File: src/rtl/router_src_arbiter.sv
// Packet-granular round-robin arbiter sharing the router input port between sources.
// Define ARB_LEN_CHECK_EN to build the header-length overrun check (len_err).
module router_src_arbiter #(
    parameter int NUM_SRC    = 3,
    parameter int DATA_WIDTH = 8,
    parameter int GRANT_TMO  = 16
) (
    input  logic                          clock,
    input  logic                          reset,
    input  logic [NUM_SRC-1:0]            src_req,
    input  logic [NUM_SRC-1:0]            src_pkt_valid,
    input  logic [NUM_SRC*DATA_WIDTH-1:0] src_data,
    output logic [NUM_SRC-1:0]            src_grant,
    output logic [NUM_SRC-1:0]            src_busy,
    input  logic                          rtr_busy,
    output logic                          rtr_pkt_valid,
    output logic [DATA_WIDTH-1:0]         rtr_data,
    output logic                          len_err
);

    localparam int GW = (NUM_SRC > 1) ? $clog2(NUM_SRC) : 1;
    localparam int TW = $clog2(GRANT_TMO + 1);
    localparam logic [TW-1:0] TMO_LAST = TW'(GRANT_TMO - 1);

    typedef enum logic [1:0] {IDLE, GRANT, PKT, GAP} state_t;

    state_t                state;
    logic [GW-1:0]         g;
    logic [GW-1:0]         ptr;
    logic [GW-1:0]         pick;
    logic [GW-1:0]         cand;
    logic [TW-1:0]         tmo;
    logic                  active;
    logic                  cur_valid;
    logic                  cur_req;
    logic                  overrun;
    logic [DATA_WIDTH-1:0] cur_data;
    logic [DATA_WIDTH-1:0] data_arr [NUM_SRC];

    always_comb begin
        for (int i = 0; i < NUM_SRC; i++) begin
            data_arr[i] = src_data[i*DATA_WIDTH +: DATA_WIDTH];
        end
    end

    assign active    = (state == GRANT) || (state == PKT);
    assign cur_valid = src_pkt_valid[g];
    assign cur_req   = src_req[g];
    assign cur_data  = data_arr[g];

    // Walk from farthest to nearest so the nearest requester after ptr wins.
    always_comb begin
        pick = '0;
        cand = '0;
        for (int k = NUM_SRC; k >= 1; k--) begin
            cand = GW'((int'(ptr) + k) % NUM_SRC);
            if (src_req[cand]) begin
                pick = cand;
            end
        end
    end

`ifdef ARB_LEN_CHECK_EN
    logic [5:0] remaining;

    assign overrun = (state == PKT) && cur_valid && (remaining == 6'd0);
    assign len_err = overrun && !rtr_busy;
`else
    assign overrun = 1'b0;
    assign len_err = 1'b0;
`endif

    assign rtr_pkt_valid = active && cur_valid && !overrun;
    assign rtr_data      = active ? cur_data : '0;

    always_comb begin
        for (int i = 0; i < NUM_SRC; i++) begin
            src_busy[i] = (active && (g == GW'(i))) ? rtr_busy : 1'b1;
        end
    end

    always_ff @(posedge clock or posedge reset) begin
        if (reset) begin
            state     <= IDLE;
            g         <= '0;
            ptr       <= GW'(NUM_SRC - 1);
            tmo       <= '0;
            src_grant <= '0;
`ifdef ARB_LEN_CHECK_EN
            remaining <= '0;
`endif
        end else begin
            case (state)
                IDLE: begin
                    if ((|src_req) && !rtr_busy) begin
                        g         <= pick;
                        ptr       <= pick;
                        tmo       <= '0;
                        src_grant <= NUM_SRC'(1) << pick;
                        state     <= GRANT;
                    end
                end
                GRANT: begin
                    if (cur_valid && !rtr_busy) begin
                        state <= PKT;
`ifdef ARB_LEN_CHECK_EN
                        remaining <= cur_data[7:2];
`endif
                    end else if (!cur_req || (!cur_valid && tmo == TMO_LAST)) begin
                        src_grant <= '0;
                        state     <= IDLE;
                    end else if (tmo != TMO_LAST) begin
                        tmo <= tmo + 1'b1;
                    end
                end
                PKT: begin
                    // An overrun byte is closed out exactly like a parity byte.
                    if (!rtr_busy) begin
                        if (!cur_valid || overrun) begin
                            src_grant <= '0;
                            state     <= GAP;
                        end
`ifdef ARB_LEN_CHECK_EN
                        else begin
                            remaining <= remaining - 6'd1;
                        end
`endif
                    end
                end
                GAP: begin
                    state <= IDLE;
                end
                default: begin
                    src_grant <= '0;
                    state     <= IDLE;
                end
            endcase
        end
    end

endmodule
File: config.mk
export PLATFORM = sky130hd
export DESIGN_NAME = router_src_arbiter
export DESIGN_NICKNAME = d
export VERILOG_FILES = /design/src/rtl/router_src_arbiter.sv
export SDC_FILE = /design/constraint.sdc
export NUM_CORES = 1
export LEC_CHECK = 0
export CORE_ASPECT_RATIO = 0.8
export CORE_UTILIZATION = 35
export CTS_BUF_LIST = sky130_fd_sc_hd__clkbuf_4 sky130_fd_sc_hd__clkbuf_8 sky130_fd_sc_hd__clkbuf_16
export CTS_CLUSTER_SIZE = 25
export DETAILED_ROUTE_END_ITERATION = 10
export DONT_BUFFER_PORTS = 1
export HOLD_SLACK_MARGIN = 0.05
export PLACE_DENSITY = 0.54
export SYNTH_ARGS = -nofsm -noshare
export SYNTH_HDL_FRONTEND = slang
export SYNTH_SLANG_ARGS = --single-unit
File: constraint.sdc
create_clock -name clock -period 3.2 [get_ports clock]
set_clock_uncertainty 0.2 [all_clocks]
set_input_delay 0.32 -clock clock [delete_from_list [all_inputs] [get_ports clock]]
set_output_delay 0.32 -clock clock [all_outputs]
set_load 0.1 [all_outputs]
# After elaboration in Yosys (flattened, before gate mapping)
# Cells that the tools add are included.
# word_totals
inputBits,33
output_inout_bits,16
word_cells,92
register_bits,14
# op_classes
n_reduce_logical,21
shift,1
n_mux,37
div,3
eq_ne,15
add_sub_neg,4
order_cmp,5
n_bitwise,1
# op_table
op,count
"32-bit by 3-bit modulo with 32-bit output, second input constant",3
8-bit 2-to-1 mux,3
5-bit 2-to-1 mux,4
8-bit binary-select mux with 2-bit select,1
2-bit 2-to-1 mux,8
3-bit 2-to-1 mux,5
"2-bit by 3-bit < comparator with 1-bit output, second input constant",4
1-bit binary-select mux with 2-bit select,5
"2-bit != test, second input constant",5
5-bit case mux with 2 select lines,1
3-bit case mux with 3 select lines,1
1-bit 2-to-1 mux,8
2-bit case mux with 4 select lines,1
1-bit logical AND,7
"2-bit by 2-bit adder with 3-bit output, second input constant",2
"2-bit equality test, second input constant",3
6-bit AND reduction,1
"5-bit by 1-bit adder with 5-bit output, second input constant",1
"5-bit by 4-bit equality test with 1-bit output, second input constant",1
"5-bit by 4-bit != test with 1-bit output, second input constant",1
5-bit AND reduction,1
"2-bit by 1-bit equality test with 1-bit output, second input constant",2
2-bit zero test,2
"2-bit by 1-bit != test with 1-bit output, second input constant",2
other kinds (12),15

# Longest topological paths before layout
# Gate-level depths: netlist of the first run.
# depth
depth_word,10
depth_mapped,8
depth_no_buf,8

# Worst setup path before layout of the first run
# Ideal clock, no wire load.
# synth_path
path_kind,reg-to-output
start,register g[1]
end,output rtr_data[0]
required_ps,2680
arrival_time_ps,2551
slack_ps,129
path_stages_with_launch,6
n_path_buf,2
cell_sequence,dfrtp_1 buf_6 clkbuf_1 nor2_1 a21oi_1 nor2b_1
# synth_between
elab_chain_cells,5
# synth_rtl
element,line,text
from (decl),28,logic [GW-1:0] g;
from (signal assigned),96,g <= pick;
2-bit inverter with 3-bit output (implied by the code),49,assign cur_data = data_arr[g];
8-bit binary-select mux with 2-bit select,49,
8-bit 2-to-1 mux (implied by the code) (2 in a row),49,
8-bit 2-to-1 mux,74,assign rtr_data = active ? cur_data : '0;
to (decl),17,"output logic [DATA_WIDTH-1:0] rtr_data,"
# No other way between the ends. The select of a mux whose other input is x is not followed.

# Final worst setup path of the first run
# layout_path
start,register state[0]
end,output src_busy[0]
# layout_between
elab_chain_cells,4
word_cells_on_any_way,5
# layout_rtl
element,line,text
from (decl),27,state_t state;
from (signal assigned),84,state <= IDLE;
from (signal assigned),100,state <= GRANT;
from (signal assigned),105,state <= PKT;
2-bit by 1-bit equality test with 1-bit output / 2-bit equality test (equally long branches),46,assign active = (state == GRANT) || (state == PKT);
1-bit logical OR (*),46,
1-bit logical AND (*),78,src_busy[i] = (active && (g == GW'(i))) ? rtr_busy : 1'b1;
1-bit 2-to-1 mux (*),78,
to (decl),14,"output logic [NUM_SRC-1:0] src_busy,"
# Mark *: on every way between the ends. The rest lies on a longest branch, timed or not.

==> results of run 1 <==
==> stage by stage <==
stage          instance area (sq um)  instances  utilization
2_1_floorplan                   1340        154            -
3_3_place_gp                    1470        202        0.415
3_5_place_dp                    1470        202        0.415
4_1_cts                         1530        207        0.432
5_1_grt                         1530        207        0.432
6_report                        1530        207        0.432
==> cell families after synthesis <==
group | Yosys count
AO/OA/AOI/OAI | 39
adder cells (fa/ha/maj) | 11
buffers and inverters | 15
flip-flops | 13
multiplexers | 17
other | 1
AND/OR/NAND/NOR | 58
==> sequential cells by signal (all words and copies together) (netlist names), named ones only <==
| signal | count |
|---|---|
| state | 1 |
| tmo | 5 |
| src_grant | 3 |
| ptr | 1 |
| g | 2 |
==> area by class of cell <==
| type | instances | area, sq um | area share |
|---|---|---|---|
| flip-flops and latches | 13 | 327 | 0.214 |
| clock buffers | 4 | 48.8 | 0.0319 |
| repair buffers | 13 | 100 | 0.0655 |
| well taps | 42 | 52.6 | 0.0344 |
| multi-input cells | 126 | 967 | 0.633 |
| inverters | 9 | 33.8 | 0.0221 |
==> how the worst max path moves through the flow <==
| stage | startpoint | to | cells after the start |
|---|---|---|---|
| 2_1_floorplan | g[1]$_DFFE_PP0P_ | rtr_data[0] | 5 |
| 3_3_place_gp | state[0]$_DFFE_PP0P_ | src_busy[0] | 3 |
| 6_report | state[0]$_DFFE_PP0P_ | src_busy[0] | 3 |
| 4_1_cts | state[0]$_DFFE_PP0P_ | src_busy[0] | 3 |
| 3_5_place_dp | tmo[0]$_DFFE_PP0P_ | tmo[1]$_DFFE_PP0P_ | 8 |
| 5_1_grt | state[0]$_DFFE_PP0P_ | src_busy[0] | 3 |
==> per-layer routing <==
layer	vias to the layer above	wire length, um
li1	563	-
met1	530	1490
met2	36	1400
met3	2	143
met4	0	27
met5	-	0
==> worst max-delay path: stages (launching register included) <==
cell and delay (ns):
dfrtp_1 0.39, inv_1 0.11, ha_1 0.54, or4b_2 0.96
==> cells in the mapped netlist (2+ instances only) <==
master	instances	area, sq um
a211o_1	3	26.3
a21oi_1	13	65.1
and2_1	2	12.5
buf_2	2	10.0
clkbuf_1	2	7.51
dfrtp_1	12	300
ha_1	11	138
inv_1	8	30.0
mux2_2	3	33.8
mux2_4	4	60.1
mux2i_1	9	90.1
nand2_1	8	30.0
nand2b_1	5	31.3
nor2_1	15	56.3
nor2b_1	14	87.6
nor3_1	3	15.0
nor3b_1	2	15.0
o211ai_1	2	15.0
o21ai_0	6	30.0
==> impl_metrics.csv, run 1 <==
group,metric,value,unit
synth,synth_top_family_by_area,"simple AND/OR/NAND/NOR gates",
timing,fin_setup_tns,0,ns
synth,synth_edf_count,0,
synth,synth_mux_area_frac,0.154,
grt,grt_pass1_vias,1102,
clocking,cts_setup_buffers,0,
timing,fin_crit_sh,0.866,
die,start_util,0.379,
detailed_routing,finalWirelength,3.07,mm
placed_design,port_buffers,0,
synth,synth_area,1340,sq um
synth,synth_seq_area_share,0.243,
setup_path,r2r-start,"tmo[0]$_DFFE_PP0P_",
clocking,htreeDepth,1,
synth,synth-compound-area-share,0.209,
synth,yosysWarnings,0,
detailed_routing,vias,1131,
grt,grtUsageMet2,0.252,
timing,fmax,0.361,GHz
clocking,cts_buffers,3,
detailed_routing,ant_nets,0,
hold_path,min_path_type,"in2reg",
timing,tightest_slew,0.903,ns
grt,antenna_found_initial,0,
setup_path,worstReg2RegEnd,"tmo[1]$_DFFE_PP0P_",
setup_path,path_class,"reg2out",
clocking,root_buffer,"clkbuf_8",
clocking,clk_latency,0.24,ns
layout,syn2layout_area_growth,13.8,%
synth,async_reset_ff_frac,1.00,
die,chipWidth,71.3,um
hold_path,min_path_cells,3,
placed_design,dp_hpwl,2.48,mm
synth,synth-adder-area-share,0.102,
timing,drv_slew,0,
job,max_cap_violations,0,
layout,final_cell_mix,"15 x nor2_1, 13 x a21oi_1, 12 x dfrtp_1, 12 x buf_4, 11 x ha_1",
setup_path,crit_arrival,2.25,ns
layout,drive_above_1_share,0.248,
grt,use_met3,0.0406,
synth,synth_simple_gate_area_share,0.237,
setup_path,worstPathRequired,2.68,ns
die,die_area,4090,sq um
clocking,cts.clk_slew.worst_paths,0.06,ns
run_status,status,"complete, but fails checks",
grt,grt_pass1_wl,5.10,mm
timing,whs,0.0793,ns
grt,track_usage,0.158,
synth,avgSynthCellArea,8.73,sq um
hold_path,min-delay-start,"rtr_busy",
grt,grt_max_degree,18,
grt,met1_usage,0.219,
synth,ys_types,49,
setup_path,worstRegToRegCells,8,
synth,synth_xor_area_frac,0,
grt,overflow,0,
die,io_pins,49,
layout,antenna_cells,0,
synth,synth_fp_nets,198,
die,rows,19,
setup_path,startpoint_type,"register",
synth,synth_seq_cells,13,
timing,worst_slack,0.429,ns
timing,rsz0062_at_grt,"false",
layout,num-fill-cells,350,
timing,final-setup-viol-count,0,
die,die_h,57.4,um
detailed_routing,drc,3,
run_status,violations,"DRC",
clocking,ctsHoldBuffers,1,
detailed_routing,post_drt_wl_per_cell,14.8,um
layout,fin_nets,210,
layout,final_common_cell,"nor2_1",
setup_path,r2r_slack,0.63,ns
grt,busiest_layer,"met2",
synth,yosys_most_used_dff,"dfrtp_1",
clocking,cts_tree,"yes",
timing,hold_viol,0,
clocking,clk_path_buf_depth,2,
placed_design,gp_congestion,0.845,
synth,synthCells,154,
clocking,clock_sinks,13,
detailed_routing,vias_per_cell,5.46,
clocking,cts_resized,0,
setup_path,critPathCaptureType,"primary output",
setup_path,crit_fanout,15,
placed_design,place_ws,0.654,ns
detailed_routing,drt-initial-drc-count,39,
timing,relSlewSlack,0.398,
die,core,3540,sq um
timing,final.min_clock_period,2.77,ns
detailed_routing,firstDrtPassIters,7,
Power of run 1 is not shown: default switching activity piles up to over one toggle a cycle in this logic, so the estimate is an artifact.
==> run 2, diff against run 1 <==
--- a/config.mk
+++ b/config.mk
@@ -5,6 +5,7 @@
 export SDC_FILE = /design/constraint.sdc
 export NUM_CORES = 1
 export LEC_CHECK = 0
+export ABC_AREA = 1
 export CORE_ASPECT_RATIO = 0.8
 export CORE_UTILIZATION = 35
 export CTS_BUF_LIST = sky130_fd_sc_hd__clkbuf_4 sky130_fd_sc_hd__clkbuf_8 sky130_fd_sc_hd__clkbuf_16
==> impl_metrics.csv, run 2 <==
group,metric,value,unit
clocking,cts_tree,"yes",
hold_path,min_path_type,"in2reg",
setup_path,startpoint_type,"register",
layout,fin_nets,264,
synth,yosysTopAreaCellShare,0.235,
clocking,ctsHoldBuffers,1,
layout,final_common_cell,"nand2_1",
setup_path,r2r-start,"g[0]$_DFFE_PP0P_",
synth,synth.most_common_cell,"nand2_1",
grt,track_usage,0.163,
clocking,clock_sinks,13,
timing,fmax,0.402,GHz
timing,final-setup-viol-count,0,
setup_path,crit_fanout,10,
synth,synth_edf_count,0,
die,io_pins,49,
timing,whs,0.130,ns
setup_path,crit_arrival,1.97,ns
placed_design,gp_congestion,0.783,
grt,grt_pass1_vias,1185,
layout,antenna_cells,0,
synth,synth.area.top_cells,"nand2_1 24%, dfrtp_1 23%, ha_1 11%",
hold_path,min_path_cells,3,
setup_path,path_class,"reg2out",
timing,worst_slack,0.714,ns
setup_path,worstRegToRegCells,9,
layout,drive_above_1_share,0.151,
clocking,cts.clk_slew.worst_paths,0.06,ns
synth,yosysWarnings,0,
synth,synthCells,206,
synth,ys_types,25,
setup_path,worstPathRequired,2.68,ns
placed_design,place_ws,0.963,ns
detailed_routing,ant_nets,0,
timing,tightest_slew,0.890,ns
grt,grt_pass1_wl,5.20,mm
synth,synth_seq_area_share,0.253,
synth,synth_fp_nets,250,
die,core,3470,sq um
detailed_routing,vias,1234,
synth,async_reset_ff_frac,1.00,
layout,syn2layout_area_growth,13.6,%
synth,yosysTopAreaCell,"nand2_1",
synth,synth_seq_cells,13,
clocking,cts_setup_buffers,0,
timing,fin_crit_sh,0.777,
setup_path,worstReg2RegEnd,"src_grant[1]$_DFFE_PP0P_",
timing,rsz0062_at_grt,"false",
layout,fin_cells,261,
synth,synth_area,1290,sq um
detailed_routing,drc,0,
setup_path,worst_path_max_delay_cell,"ha_1",
die,chipWidth,69.9,um
setup_path,critPathMaxStageDelay,0.49,ns
clocking,clk_latency,0.24,ns
clocking,cts_resized,0,
grt,grt_max_degree,14,
grt,antenna_found_initial,0,
setup_path,crit_family,"buffers and inverters",
hold_path,min-delay-start,"rtr_busy",
placed_design,port_buffers,0,
timing,final.min_clock_period,2.49,ns
clocking,cts_buffers,3,
setup_path,path_cells,"inv_1 > ha_1 > inv_1 > nor2_1 > nand2_1 > buf_4",
setup_path,cp_common_cell,"inv_1",
synth,synth.top_cells.by_count,"81 x nand2_1, 28 x inv_1, 21 x nand3_1, 13 x nor2_1, 12 x dfrtp_1",
clocking,clk_path_buf_depth,2,
clocking,root_buffer,"clkbuf_8",
detailed_routing,firstDrtPassIters,4,
setup_path,critPathCaptureType,"primary output",
synth,avgSynthCellArea,6.27,sq um
setup_path,r2r_slack,1.12,ns
placed_design,dp_hpwl,2.39,mm
placed_design,placed_cells,256,
setup_path,crit_buf_inv,3,
timing,drv_slew,0,
die,rows,19,
grt,overflow,0,
clocking,htreeDepth,1,
detailed_routing,vias_per_cell,4.73,
die,start_util,0.372,
synth,yosys_most_used_dff,"dfrtp_1",
layout,num-fill-cells,379,
die,die_area,3940,sq um
run_status,status,"complete, no violations",
job,max_cap_violations,0,
timing,relSlewSlack,0.407,
detailed_routing,drt-initial-drc-count,27,
detailed_routing,post_drt_wl_per_cell,11.4,um
layout,top_register,"tmo",
timing,fin_setup_tns,0,ns
detailed_routing,finalWirelength,2.98,mm
layout,reg_top3,"tmo x5, src_grant x3, g x2",
layout,largest_reg_flops,5,
layout,final_cell_mix,"81 x nand2_1, 28 x inv_1, 21 x nand3_1",
die,die_h,56.4,um
timing,hold_viol,0,
-- run 2: cell count changes in the layout (fill, tap and decap cells not counted), moves of 5 or more --
cell	change
a21oi_1	-11
nand2b_1	-5
nand2_1	+73
o21ai_1	+5
nor2b_1	-6
nand3_1	+20
mux2i_1	-9
inv_1	+20
nand4_1	+5
nor2b_2	-8
-- run 2: worst reg2reg max path, delay by kind of cell (launching register included) --
family	cells	cell delay, ns
and+or+nand+nor	8	1.28
DFF	1	0.47
buffers and inverters	1	0.06
-- run 2: metrics by stage --
stage / util / instance area (sq um)
2_1_floorplan: - / 1290
3_3_place_gp: 0.406 / 1410
3_5_place_dp: 0.406 / 1410
4_1_cts: 0.423 / 1470
5_1_grt: 0.423 / 1470
6_report: 0.423 / 1470
-- run 2: layout make-up --
type | count | area [sq um] | area share
Timing Repair Buffer | 13 | 100 | 0.0682
Sequential cell | 13 | 327 | 0.223
Inverter | 32 | 120 | 0.0818
Clock buffer | 4 | 48.8 | 0.0332
Multi-Input combinational cell | 157 | 820 | 0.558
Tap cell | 42 | 52.6 | 0.0358
-- run 2: how the worst max path moves through the flow --
stage          depth (start not counted)     endpoint                 start
5_1_grt                                6  src_busy[2]  state[0]$_DFFE_PP0P_
4_1_cts                                6  src_busy[2]  state[0]$_DFFE_PP0P_
2_1_floorplan                          6  src_busy[1]  state[0]$_DFFE_PP0P_
3_5_place_dp                           6  src_busy[2]  state[0]$_DFFE_PP0P_
6_report                               6  src_busy[2]  state[0]$_DFFE_PP0P_
3_3_place_gp                           6  src_busy[2]  state[0]$_DFFE_PP0P_
-- run 2: routing by layer --
metal | vias to the layer above | track usage | wire length (um) | part of all wire
met5 | - | 0 | 0 | 0
met4 | 0 | 0.0171 | 10 | 0.0034
met3 | 2 | 0.0341 | 145 | 0.049
met2 | 32 | 0.279 | 1350 | 0.45
met1 | 533 | 0.219 | 1480 | 0.49
li1 | 667 | - | - | -
-- run 2: cells by family (layout without fill, tap and decap cells) --
kind of cell | Yosys count | after routing | share of synthesized area
adders and majority gates | 11 | 11 | 0.106
buffers and inverters | 36 | 49 | 0.113
DFF | 13 | 13 | 0.253
and+or+nand+nor | 133 | 133 | 0.467
AOI/OAI and AO/OA | 12 | 12 | 0.0581
other | 1 | 1 | 0.00290
Power of run 2 is left out for the same reason.
==> run 3, diff against run 2 <==
--- a/config.mk
+++ b/config.mk
@@ -13,7 +13,7 @@
 export DETAILED_ROUTE_END_ITERATION = 10
 export DONT_BUFFER_PORTS = 1
 export HOLD_SLACK_MARGIN = 0.05
-export PLACE_DENSITY = 0.54
+export PLACE_DENSITY = 0.56
 export SYNTH_ARGS = -nofsm -noshare
 export SYNTH_HDL_FRONTEND = slang
 export SYNTH_SLANG_ARGS = --single-unit
==> constraint.sdc (replaced) <==
create_clock -name clock -period 2.1 [get_ports clock]
set_clock_uncertainty 0.2 [all_clocks]
set_input_delay 0.21 -clock clock [delete_from_list [all_inputs] [get_ports clock]]
set_output_delay 0.21 -clock clock [all_outputs]
set_load 0.1 [all_outputs]
==> impl_metrics.csv, run 3 (synthesis gave the netlist of run 2 again) <==
group,metric,value,unit
grt,grt_max_degree,14,
timing,fin_crit_sh,0.941,
grt,grt_pass1_wl,5.06,mm
grt,antenna_found_initial,0,
setup_path,crit_arrival,1.57,ns
layout,utilization,0.486,
grt,overflow,0,
timing,drv_slew,0,
layout,regArea,329,sq um
timing,rsz0062_at_grt,"false",
placed_design,placed_cells,263,
layout,num-fill-cells,353,
detailed_routing,drc,0,
layout,top_register,"tmo",
layout,multiInputGateArea,822,sq um
layout,fin_cells,269,
clocking,cts.clk_slew.worst_paths,0.06,ns
grt,grt_pass1_vias,1133,
clocking,clk_latency,0.25,ns
detailed_routing,vias,1244,
detailed_routing,vias_per_cell,4.62,
placed_design,gp_congestion,0.816,
layout,reg_top3,"tmo x5, src_grant x3, g x2",
placed_design,port_buffers,0,
run_status,status,"complete, no violations",
clocking,cts_tree,"yes",
die,die_h,56.4,um
timing,fmax,0.506,GHz
detailed_routing,post_drt_wl_per_cell,11.4,um
clocking,htreeDepth,1,
grt,track_usage,0.162,
layout,drive_above_1_share,0.189,
job,max_cap_violations,0,
layout,antenna_cells,0,
die,chipWidth,69.9,um
clocking,root_buffer,"clkbuf_8",
setup_path,crit_fanout,6,
die,core,3470,sq um
setup_path,worstPathRequired,1.69,ns
setup_path,startpoint_type,"register",
timing,relSlewSlack,0.655,
detailed_routing,firstDrtPassIters,4,
setup_path,critPathCaptureType,"primary output",
setup_path,path_class,"reg2out",
layout,fin_nets,272,
timing,tightest_slew,0.518,ns
clocking,cts_buffers,3,
die,rows,19,
die,io_pins,49,
timing,hold_viol,0,
layout,final_cell_mix,"81 x nand2_1, 28 x inv_1, 21 x nand3_1",
die,die_area,3940,sq um
layout,syn2layout_area_growth,30.4,%
placed_design,dp_hpwl,2.50,mm
layout,largest_reg_flops,5,
timing,final-setup-viol-count,0,
detailed_routing,finalWirelength,3.06,mm
clocking,clk_path_buf_depth,2,
hold_path,min_path_type,"in2reg",
layout,final_common_cell,"nand2_1",
clocking,clock_sinks,13,
timing,final.min_clock_period,1.98,ns
detailed_routing,ant_nets,0,
detailed_routing,drt-initial-drc-count,77,
die,start_util,0.372,
## run 3: per-layer routing
metal  share of wire  wire length (um)  up-vias  track usage
li1                -                 -      685            -
met1            0.50              1540      528        0.227
met2            0.44              1340       27        0.246
met3           0.051               156        4       0.0467
met4          0.0075                23        0       0.0343
met5               0                 0        -            0
## run 3: worst paths after layout
| path | from | end | slack (ns) | cells after the start |
|---|---|---|---|---|
| max in group asynchronous | reset | g[0]$_DFFE_PP0P_ | 1.08 | 2 |
| min in group asynchronous | reset | tmo[0]$_DFFE_PP0P_ | 0.24 | 2 |
| min reg2reg | src_grant[1]$_DFFE_PP0P_ | src_grant[1]$_DFFE_PP0P_ | 0.29 | 2 |
| min | rtr_busy | ptr[1]$_DFFE_PP1P_ | 0.14 | 5 |
| max reg2reg | tmo[0]$_DFFE_PP0P_ | src_grant[2]$_DFFE_PP0P_ | 0.22 | 11 |
| max | state[0]$_DFFE_PP0P_ | src_busy[2] | 0.12 | 6 |
## run 3: area by class of cell
class                           instances  share of cell area
Timing Repair Buffer                   21               0.186
Tap cell                               42              0.0312
Clock buffer                            4              0.0290
Multi-Input combinational cell        157               0.488
Inverter                               32              0.0713
Sequential cell                        13               0.195
## run 3: critical path, cell delays in order (launching register included)
cell	delay [ns]
dfrtp_2	0.41
inv_1	0.09
ha_1	0.31
inv_1	0.15
nor2_2	0.07
nand2_1	0.11
buf_12	0.18
## run 3: timing repair
item,CTS,global route
hold buffers,2,0
setup buffers,0,0
gates resized for setup,0,3
endpoints found under the hold margin,15,0
setup endpoints to repair,0,16
## run 3: stage by stage
step	setup WS [ns]	hold slack, ns	instance area [sq um]	setup TNS (ns)
after global placement	0.189	-0.0330	1610	0
after global routing	0.0268	0.210	1690	0
after floorplan	-0.159	-0.114	1290	-0.473
final	0.124	0.138	1690	0
after detailed placement	0.132	-0.0406	1610	0
after CTS	0.0236	0.132	1680	0
Power of run 3 is left out for the same reason.
